==> src/rtl/muldiv_unit_pkg.sv <==
`default_nettype none
// ============================================================================
// Module      : instruction_pkg
// Description : funct3 codes and MULDIV_7 funct7 value for OP multiply/divide
//               instructions, plus the muldiv_unit state encoding.
// Revision    : 1.0  initial release
// ============================================================================
package instruction_pkg;

    localparam logic [6:0] MULDIV_7  = 7'b0000001;

    localparam logic [2:0] F3_MUL    = 3'b000;
    localparam logic [2:0] F3_MULH   = 3'b001;
    localparam logic [2:0] F3_MULHSU = 3'b010;
    localparam logic [2:0] F3_MULHU  = 3'b011;
    localparam logic [2:0] F3_DIV    = 3'b100;
    localparam logic [2:0] F3_DIVU   = 3'b101;
    localparam logic [2:0] F3_REM    = 3'b110;
    localparam logic [2:0] F3_REMU   = 3'b111;

    typedef enum logic [1:0] {
        IDLE = 2'b00,
        MUL  = 2'b01,
        DIV  = 2'b10,
        DONE = 2'b11
    } muldiv_state_t;

endpackage
`default_nettype wire

==> src/rtl/muldiv_unit_if.sv <==
`default_nettype none
// ============================================================================
// Module      : muldiv_if
// Description : Request/response channels between the execution stage
//               (master) and the multiply/divide unit (slave).
// Revision    : 1.0  initial release
// ============================================================================
interface muldiv_if #(
    parameter int XLEN = 32
) ();
    logic            req_v_i;
    logic            req_ready_o;
    logic [2:0]      funct3_i;
    logic [XLEN-1:0] rs1_i;
    logic [XLEN-1:0] rs2_i;
    logic [4:0]      rd_i;
    logic            flush_i;
    logic            resp_v_o;
    logic            resp_ready_i;
    logic [XLEN-1:0] resp_data_o;
    logic [4:0]      resp_rd_o;

    modport master (
        output req_v_i, funct3_i, rs1_i, rs2_i, rd_i, flush_i, resp_ready_i,
        input  req_ready_o, resp_v_o, resp_data_o, resp_rd_o
    );

    modport slave (
        input  req_v_i, funct3_i, rs1_i, rs2_i, rd_i, flush_i, resp_ready_i,
        output req_ready_o, resp_v_o, resp_data_o, resp_rd_o
    );
endinterface
`default_nettype wire

==> src/rtl/muldiv_unit_iter.sv <==
`default_nettype none
// ============================================================================
// Module      : muldiv_iter
// Description : Unsigned shift-add / restoring shift-subtract step datapath
//               with its 2*XLEN accumulator ({remainder, quotient} for divide).
// Revision    : 1.0  initial release
// ============================================================================
module muldiv_iter #(
    parameter int XLEN = 32
) (
    input  wire logic              clk,
    input  wire logic              reset,
    input  wire logic              i_load,
    input  wire logic              i_step,
    input  wire logic              i_div,
    input  wire logic [XLEN-1:0]   i_a,
    input  wire logic [XLEN-1:0]   i_b,
    output logic      [2*XLEN-1:0] o_acc_next
);
    logic [2*XLEN-1:0] r_acc;
    logic [XLEN-1:0]   r_b;
    logic              r_div;

    logic [XLEN:0]     w_sum;
    logic [XLEN:0]     w_trial;
    logic [XLEN:0]     w_diff;
    logic [2*XLEN-1:0] w_mul_next;
    logic [2*XLEN-1:0] w_div_next;

    always_comb begin
        // Multiply: add multiplicand into the high half when the multiplier LSB is set, then shift right.
        w_sum      = {1'b0, r_acc[2*XLEN-1:XLEN]} + {1'b0, r_b};
        w_mul_next = r_acc[0] ? {w_sum, r_acc[XLEN-1:1]}
                              : {1'b0, r_acc[2*XLEN-1:1]};
        // Divide: partial remainder stays below the divisor, so the trial difference fits XLEN bits when positive.
        w_trial    = {r_acc[2*XLEN-1:XLEN], r_acc[XLEN-1]};
        w_diff     = w_trial - {1'b0, r_b};
        w_div_next = w_diff[XLEN] ? {w_trial[XLEN-1:0], r_acc[XLEN-2:0], 1'b0}
                                  : {w_diff[XLEN-1:0],  r_acc[XLEN-2:0], 1'b1};
        o_acc_next = r_div ? w_div_next : w_mul_next;
    end

    always_ff @(posedge clk or negedge reset) begin
        if (!reset) begin
            r_acc <= '0;
            r_b   <= '0;
            r_div <= 1'b0;
        end else if (i_load) begin
            r_acc <= {{XLEN{1'b0}}, i_a};
            r_b   <= i_b;
            r_div <= i_div;
        end else if (i_step) begin
            r_acc <= o_acc_next;
        end
    end
endmodule
`default_nettype wire

==> src/rtl/muldiv_unit.sv <==
`default_nettype none
// ============================================================================
// Module      : muldiv_unit
// Description : Iterative RV M-extension multiply/divide unit with flush and
//               response backpressure. Define MULDIV_FAST_MUL_EN for a
//               single-cycle multiplier; divide stays iterative.
// Revision    : 1.0  initial release
// ============================================================================
module muldiv_unit
    import instruction_pkg::*;
#(
    parameter int XLEN = 32
) (
    input  wire logic clk,
    input  wire logic reset,
    muldiv_if.slave   bus
);
    localparam int CNT_W = $clog2(XLEN) + 1;

    muldiv_state_t     r_state;
    logic [CNT_W-1:0]  r_cnt;
    logic              r_neg;
    logic              r_sel_hi;
    logic              r_resp_v;
    logic [XLEN-1:0]   r_resp_data;
    logic [4:0]        r_rd;

    logic [2:0]        w_f3;
    logic              w_is_div, w_a_sgn, w_b_sgn, w_a_neg, w_b_neg, w_neg, w_sel_hi;
    logic              w_b_zero, w_ovf, w_special, w_accept, w_step;
    logic [XLEN-1:0]   w_a_mag, w_b_mag, w_special_data;
    logic [2*XLEN-1:0] w_acc_next, w_mul_full;
    logic [XLEN-1:0]   w_div_sel, w_div_res, w_iter_res;

    assign w_f3     = bus.funct3_i;
    assign w_is_div = w_f3[2];
    assign w_a_sgn  = (w_f3 == F3_MULH) || (w_f3 == F3_MULHSU) || (w_f3 == F3_DIV) || (w_f3 == F3_REM);
    assign w_b_sgn  = (w_f3 == F3_MULH) || (w_f3 == F3_DIV) || (w_f3 == F3_REM);
    assign w_a_neg  = w_a_sgn & bus.rs1_i[XLEN-1];
    assign w_b_neg  = w_b_sgn & bus.rs2_i[XLEN-1];
    assign w_a_mag  = w_a_neg ? -bus.rs1_i : bus.rs1_i;
    assign w_b_mag  = w_b_neg ? -bus.rs2_i : bus.rs2_i;
    // Remainder follows the dividend's sign; everything else follows the sign product.
    assign w_neg    = (w_f3 == F3_REM) ? w_a_neg : (w_a_neg ^ w_b_neg);
    assign w_sel_hi = w_is_div ? w_f3[1] : (w_f3[1:0] != 2'b00);

    assign w_b_zero       = (bus.rs2_i == '0);
    assign w_ovf          = w_is_div & w_b_sgn & (bus.rs1_i == {1'b1, {(XLEN-1){1'b0}}}) & (bus.rs2_i == '1);
    assign w_special      = w_is_div & (w_b_zero | w_ovf);
    assign w_special_data = w_b_zero ? (w_f3[1] ? bus.rs1_i : '1)
                                     : (w_f3[1] ? '0 : bus.rs1_i);

    assign w_accept = bus.req_v_i & (r_state == IDLE) & ~bus.flush_i;
    assign w_step   = (r_state == MUL) || (r_state == DIV);

    muldiv_iter #(.XLEN(XLEN)) u_iter (
        .clk        (clk),
        .reset      (reset),
        .i_load     (w_accept),
        .i_step     (w_step),
        .i_div      (w_is_div),
        .i_a        (w_a_mag),
        .i_b        (w_b_mag),
        .o_acc_next (w_acc_next)
    );

    assign w_mul_full = r_neg ? -w_acc_next : w_acc_next;
    assign w_div_sel  = r_sel_hi ? w_acc_next[2*XLEN-1:XLEN] : w_acc_next[XLEN-1:0];
    assign w_div_res  = r_neg ? -w_div_sel : w_div_sel;
    assign w_iter_res = (r_state == DIV) ? w_div_res
                      : (r_sel_hi ? w_mul_full[2*XLEN-1:XLEN] : w_mul_full[XLEN-1:0]);

`ifdef MULDIV_FAST_MUL_EN
    logic [2*XLEN-1:0] w_fast_prod, w_fast_full;
    logic [XLEN-1:0]   w_fast_res;

    assign w_fast_prod = {{XLEN{1'b0}}, w_a_mag} * {{XLEN{1'b0}}, w_b_mag};
    assign w_fast_full = w_neg ? -w_fast_prod : w_fast_prod;
    assign w_fast_res  = w_sel_hi ? w_fast_full[2*XLEN-1:XLEN] : w_fast_full[XLEN-1:0];
`endif

    always_ff @(posedge clk or negedge reset) begin
        if (!reset) begin
            r_state     <= IDLE;
            r_cnt       <= '0;
            r_neg       <= 1'b0;
            r_sel_hi    <= 1'b0;
            r_resp_v    <= 1'b0;
            r_resp_data <= '0;
            r_rd        <= '0;
        end else if (bus.flush_i) begin
            r_state  <= IDLE;
            r_resp_v <= 1'b0;
        end else begin
            case (r_state)
                IDLE: begin
                    if (bus.req_v_i) begin
                        r_rd     <= bus.rd_i;
                        r_neg    <= w_neg;
                        r_sel_hi <= w_sel_hi;
                        r_cnt    <= CNT_W'(XLEN - 1);
                        if (w_special) begin
                            r_state     <= DONE;
                            r_resp_v    <= 1'b1;
                            r_resp_data <= w_special_data;
                        end else if (w_is_div) begin
                            r_state <= DIV;
                        end else begin
`ifdef MULDIV_FAST_MUL_EN
                            r_state     <= DONE;
                            r_resp_v    <= 1'b1;
                            r_resp_data <= w_fast_res;
`else
                            r_state <= MUL;
`endif
                        end
                    end
                end
                MUL, DIV: begin
                    // The last step's result is taken straight from the step logic.
                    if (r_cnt == '0) begin
                        r_state     <= DONE;
                        r_resp_v    <= 1'b1;
                        r_resp_data <= w_iter_res;
                    end else begin
                        r_cnt <= r_cnt - CNT_W'(1);
                    end
                end
                DONE: begin
                    if (bus.resp_ready_i) begin
                        r_state  <= IDLE;
                        r_resp_v <= 1'b0;
                    end
                end
                default: r_state <= IDLE;
            endcase
        end
    end

    assign bus.req_ready_o = (r_state == IDLE);
    assign bus.resp_v_o    = r_resp_v;
    assign bus.resp_data_o = r_resp_data;
    assign bus.resp_rd_o   = r_rd;
endmodule
`default_nettype wire
==> src/flat_wrapper.sv <==
// flat-port wrapper written by rule: the top's interface ports become plain ports
module muldiv_unit_flat import instruction_pkg::*;
#(
    parameter int XLEN = 32
)
  (clk, reset, bus_req_v_i, bus_funct3_i, bus_rs1_i, bus_rs2_i, bus_rd_i, bus_flush_i, bus_resp_ready_i, bus_req_ready_o, bus_resp_v_o, bus_resp_data_o, bus_resp_rd_o);
  muldiv_if #(.XLEN(XLEN)) bus_i ();
  input  wire logic clk;
  input  wire logic reset;
  input wire logic [$bits(bus_i.req_v_i)-1:0] bus_req_v_i;
  input wire logic [$bits(bus_i.funct3_i)-1:0] bus_funct3_i;
  input wire logic [$bits(bus_i.rs1_i)-1:0] bus_rs1_i;
  input wire logic [$bits(bus_i.rs2_i)-1:0] bus_rs2_i;
  input wire logic [$bits(bus_i.rd_i)-1:0] bus_rd_i;
  input wire logic [$bits(bus_i.flush_i)-1:0] bus_flush_i;
  input wire logic [$bits(bus_i.resp_ready_i)-1:0] bus_resp_ready_i;
  output wire logic [$bits(bus_i.req_ready_o)-1:0] bus_req_ready_o;
  output wire logic [$bits(bus_i.resp_v_o)-1:0] bus_resp_v_o;
  output wire logic [$bits(bus_i.resp_data_o)-1:0] bus_resp_data_o;
  output wire logic [$bits(bus_i.resp_rd_o)-1:0] bus_resp_rd_o;
  assign bus_i.req_v_i = bus_req_v_i;
  assign bus_i.funct3_i = bus_funct3_i;
  assign bus_i.rs1_i = bus_rs1_i;
  assign bus_i.rs2_i = bus_rs2_i;
  assign bus_i.rd_i = bus_rd_i;
  assign bus_i.flush_i = bus_flush_i;
  assign bus_i.resp_ready_i = bus_resp_ready_i;
  assign bus_req_ready_o = bus_i.req_ready_o;
  assign bus_resp_v_o = bus_i.resp_v_o;
  assign bus_resp_data_o = bus_i.resp_data_o;
  assign bus_resp_rd_o = bus_i.resp_rd_o;
  muldiv_unit #(.XLEN(XLEN)) u_core (.clk(clk), .reset(reset), .bus(bus_i));
endmodule
==> config.mk <==
export PLATFORM = sky130hd
export DESIGN_NAME = muldiv_unit_flat
export DESIGN_NICKNAME = d
export VERILOG_FILES = /design/src/rtl/muldiv_unit_pkg.sv /design/src/rtl/muldiv_unit_if.sv /design/src/rtl/muldiv_unit_iter.sv /design/src/rtl/muldiv_unit.sv /design/src/flat_wrapper.sv
export SDC_FILE = /design/constraint.sdc
export NUM_CORES = 1
export LEC_CHECK = 0
export BUFFER_PORTS_ARGS = -buffer_cell sky130_fd_sc_hd__buf_2
export CORE_ASPECT_RATIO = 1.5
export CORE_MARGIN = 4
export CORE_UTILIZATION = 54
export CTS_BUF_LIST = sky130_fd_sc_hd__clkbuf_4 sky130_fd_sc_hd__clkbuf_8
export DETAILED_ROUTE_END_ITERATION = 16
export PLACE_DENSITY = 0.72
export SLEW_MARGIN = 5
export SYNTH_ARGS = -nofsm -noshare
export SYNTH_HDL_FRONTEND = slang
export SYNTH_HIERARCHICAL = 1
export SYNTH_SLANG_ARGS = --single-unit
==> constraint.sdc <==
create_clock -name clk -period 7.5 [get_ports clk]
set_input_delay 1.875 -clock clk [delete_from_list [all_inputs] [get_ports clk]]
set_output_delay 1.875 -clock clk [all_outputs]
set_load 0.03 [all_outputs]
==> flow_summary.json <==
{
  "cp_cell_sequence": "inv_1 > ha_1 > inv_1 > fa_1 > a211oi_1 > o21ai_1 > o221ai_2 > a211o_1 > a221o_1 > nor2_2 > a211oi_1 > nor2_1 > nand2_1 > o21a_1 > ha_1 > nor4bb_1 > nor2_1 > buf_4 > or4_4 > o31ai_4 > xor2_1 > a221oi_1 > o31ai_2",
  "ys_seq_area_share_pct": 20.7,
  "slew_headroom_pct": 27.6,
  "finalClockSkew_ps": 23.7,
  "die_h_um": 229,
  "antenna_found_initial": 6,
  "r2r_start": "u_core/u_iter/r_acc[31]",
  "dpl-instance-area_um2": 18300,
  "grtUsageTotal_pct": 41.1,
  "vias": 19300,
  "crit_type": "flop to flop",
  "io_buffer_count": 115,
  "first_pass_iters": 7,
  "cts_tree": "built",
  "ctsHoldBuffers": 0,
  "tns_ps": 0,
  "synth-main-ff-cell": "dfrtp_1",
  "syn_to_final_growth_pct": 6.58,
  "final_common_cell": "nand2_1",
  "coreArea_um2": 31900,
  "clock-root-buffer": "clkbuf_8",
  "rsz0062_at_grt": "no",
  "end_kind": "flop",
  "setup_viol": 0,
  "period_share_pct": 87.7,
  "io_pins": 116,
  "crit_family": "compound AO/OA/AOI/OAI gates",
  "dieArea_um2": 35500,
  "final_area_um2": 18700,
  "drcViolationCount": 0,
  "cts_resized": 0,
  "cts_buffer_depth": 2,
  "start_util_pct": 54.9,
  "path_clk_slew_ps": 90,
  "drtAntennaViolNets": 0,
  "wl_um": 75100,
  "drt_iter0_markers": 2131,
  "syn_nets": 2474,
  "die_w_um": 155,
  "fin_crit_ps": 6580,
  "post-cts-setup-buffers": 0,
  "syn-instance-count": 2320,
  "cp_num_buf_inv": 3,
  "synth-seq-cells": 145,
  "seqCellArea_um2": 3630,
  "synthesis.area_um2": 17500,
  "start_kind": "flop",
  "ys.warnings.count": 6,
  "place_congestion": 1.02,
  "max_stage_delay_ps": 900,
  "cts-buffers-inserted": 17,
  "syn_avg_cell_area_um2": 7.56,
  "nFillCells": 3090,
  "synth_edf_count": 0,
  "cp.arrival_ps": 6950,
  "drt-wirelength-per-cell_um": 27.3,
  "crit_fanout": 22,
  "fp-row-count": 80,
  "overflow": 0,
  "grt_pass1_vias": 18500,
  "fmax_mhz": 152,
  "hpwl_um": 57300,
  "status": "finished clean",
  "hp-start": "u_core/bus.resp_rd_o[0]",
  "cts.sink_count": 145,
  "worstMarginPinSlew_ps": 1090,
  "synth_cell_types": 97,
  "slew_viol_final": 0,
  "cap_viol_max_count": 0,
  "clk-insertion-delay-late_ps": 520,
  "htree_num_levels": 4,
  "cp_slowest_cell": "a221o_1",
  "routed_via_density": 7.02,
  "drive_gt1_share_pct": 11.8,
  "min_path_type": "flop to flop",
  "grt_max_degree": 79,
  "mostFrequentLayoutCells": "nand2_1 (233), o21ai_0 (179), nor2_1 (165), a21oi_1 (149), dfrtp_1 (142)",
  "async_reset_ff_share_pct": 100,
  "cp.required_ps": 7880,
  "finalHoldViolCount": 0,
  "grt_pass1_wl_um": 113000,
  "nets": 2481,
  "multiInputGateArea_um2": 12900,
  "crit_start": "u_core/u_iter/r_acc[31]"
}
## cell type report
cell class              instances  share of cell area (%)
clock buffers                  22                    1.49
flip-flops and latches        145                    19.4
well taps                     410                    2.74
multi-input cells            1925                    69.2
clock inverters                 9                   0.602
repair buffers                156                    4.76
inverters                      82                    1.66
diodes                          5                  0.0669
## state kept, by name (all words and copies together) (netlist names)
register / cells
u_core/bus.resp_data_o: 32
u_core/bus.resp_rd_o: 5
u_core/bus.resp_v_o: 1
u_core/r_cnt: 6
u_core/r_neg: 1
u_core/r_sel_hi: 1
u_core/r_state: 2
u_core/u_iter/r_acc: 64
u_core/u_iter/r_b: 32
u_core/u_iter/r_div: 1
## worst paths after layout
check / slack [ps] / end / cells after the start
setup / recovery: 920 / u_core/bus.resp_data_o[26] / 23
hold / removal: 480 / u_core/bus.resp_rd_o[0] / 2
setup reg to reg: 920 / u_core/bus.resp_data_o[26] / 23
hold reg to reg: 480 / u_core/bus.resp_rd_o[0] / 2
max in group asynchronous: 4640 / u_core/u_iter/r_b[29] / 2
min in group asynchronous: 1390 / u_core/r_state[1] / 1
## cell families after synthesis
group | Yosys count | share of synthesized area, %
AO/OA/AOI/OAI | 719 | 27.4
adder cells (fa/ha/maj) | 101 | 6.95
flip-flops | 145 | 20.7
multiplexers | 116 | 6.87
XOR/XNOR | 171 | 8.54
buffers and inverters | 250 | 5.67
AND/OR/NAND/NOR | 818 | 23.9
## Yosys cell counts, drive strengths merged (21+ instances only)
library cell	n	area share [%]
nor4	43	1.7
o21ai	197	5.6
and3	22	0.78
nand2	234	5.0
a211oi	43	1.8
or4	30	1.4
nand2b	43	1.5
ha	75	5.4
dfrtp	145	21
a21o	29	1.2
nor2	166	3.6
a21oi	149	4.3
inv	81	1.7
maj3	24	1.4
xnor2	92	4.6
nand3	47	1.3
clkbuf	130	2.8
nand4	31	1.1
mux2i	81	4.6
xor2	79	3.9
mux2	35	2.2
o31ai	39	1.8
nor2b	24	0.86
o41ai	24	1.3
buf	38	1.1
or3	23	0.82
o32ai	21	1.1
nor3	72	2.1
## routing by layer
layer	track usage, %	wire length (um)
met5	0	13
met4	32.6	7260
met3	6.95	5730
met2	68.1	35800
met1	46.1	26300
## metrics by stage
step	setup slack [ps]	hold WS, ps	utilization (%)	instances
3_5_place_dp	1020	462	57.3	2718
4_1_cts	1010	485	58.5	2749
6_report	922	481	58.5	2754
5_1_grt	445	509	58.5	2754
3_3_place_gp	1250	455	57.3	2718
2_1_floorplan	2270	464	-	2320
## worst register-to-register path: cells and delay by family, from the launching register on
family | cells | cell delay, ps
flip-flops | 1 | 410
adder cells (fa/ha/maj) | 3 | 780
AO/OA/AOI/OAI | 10 | 3070
buffers and inverters | 3 | 360
AND/OR/NAND/NOR | 6 | 1750
XOR/XNOR | 1 | 90
Power is left out: the tool's default activity adds up to more than one toggle a clock period on the data nets, which glitch-free logic cannot reach.
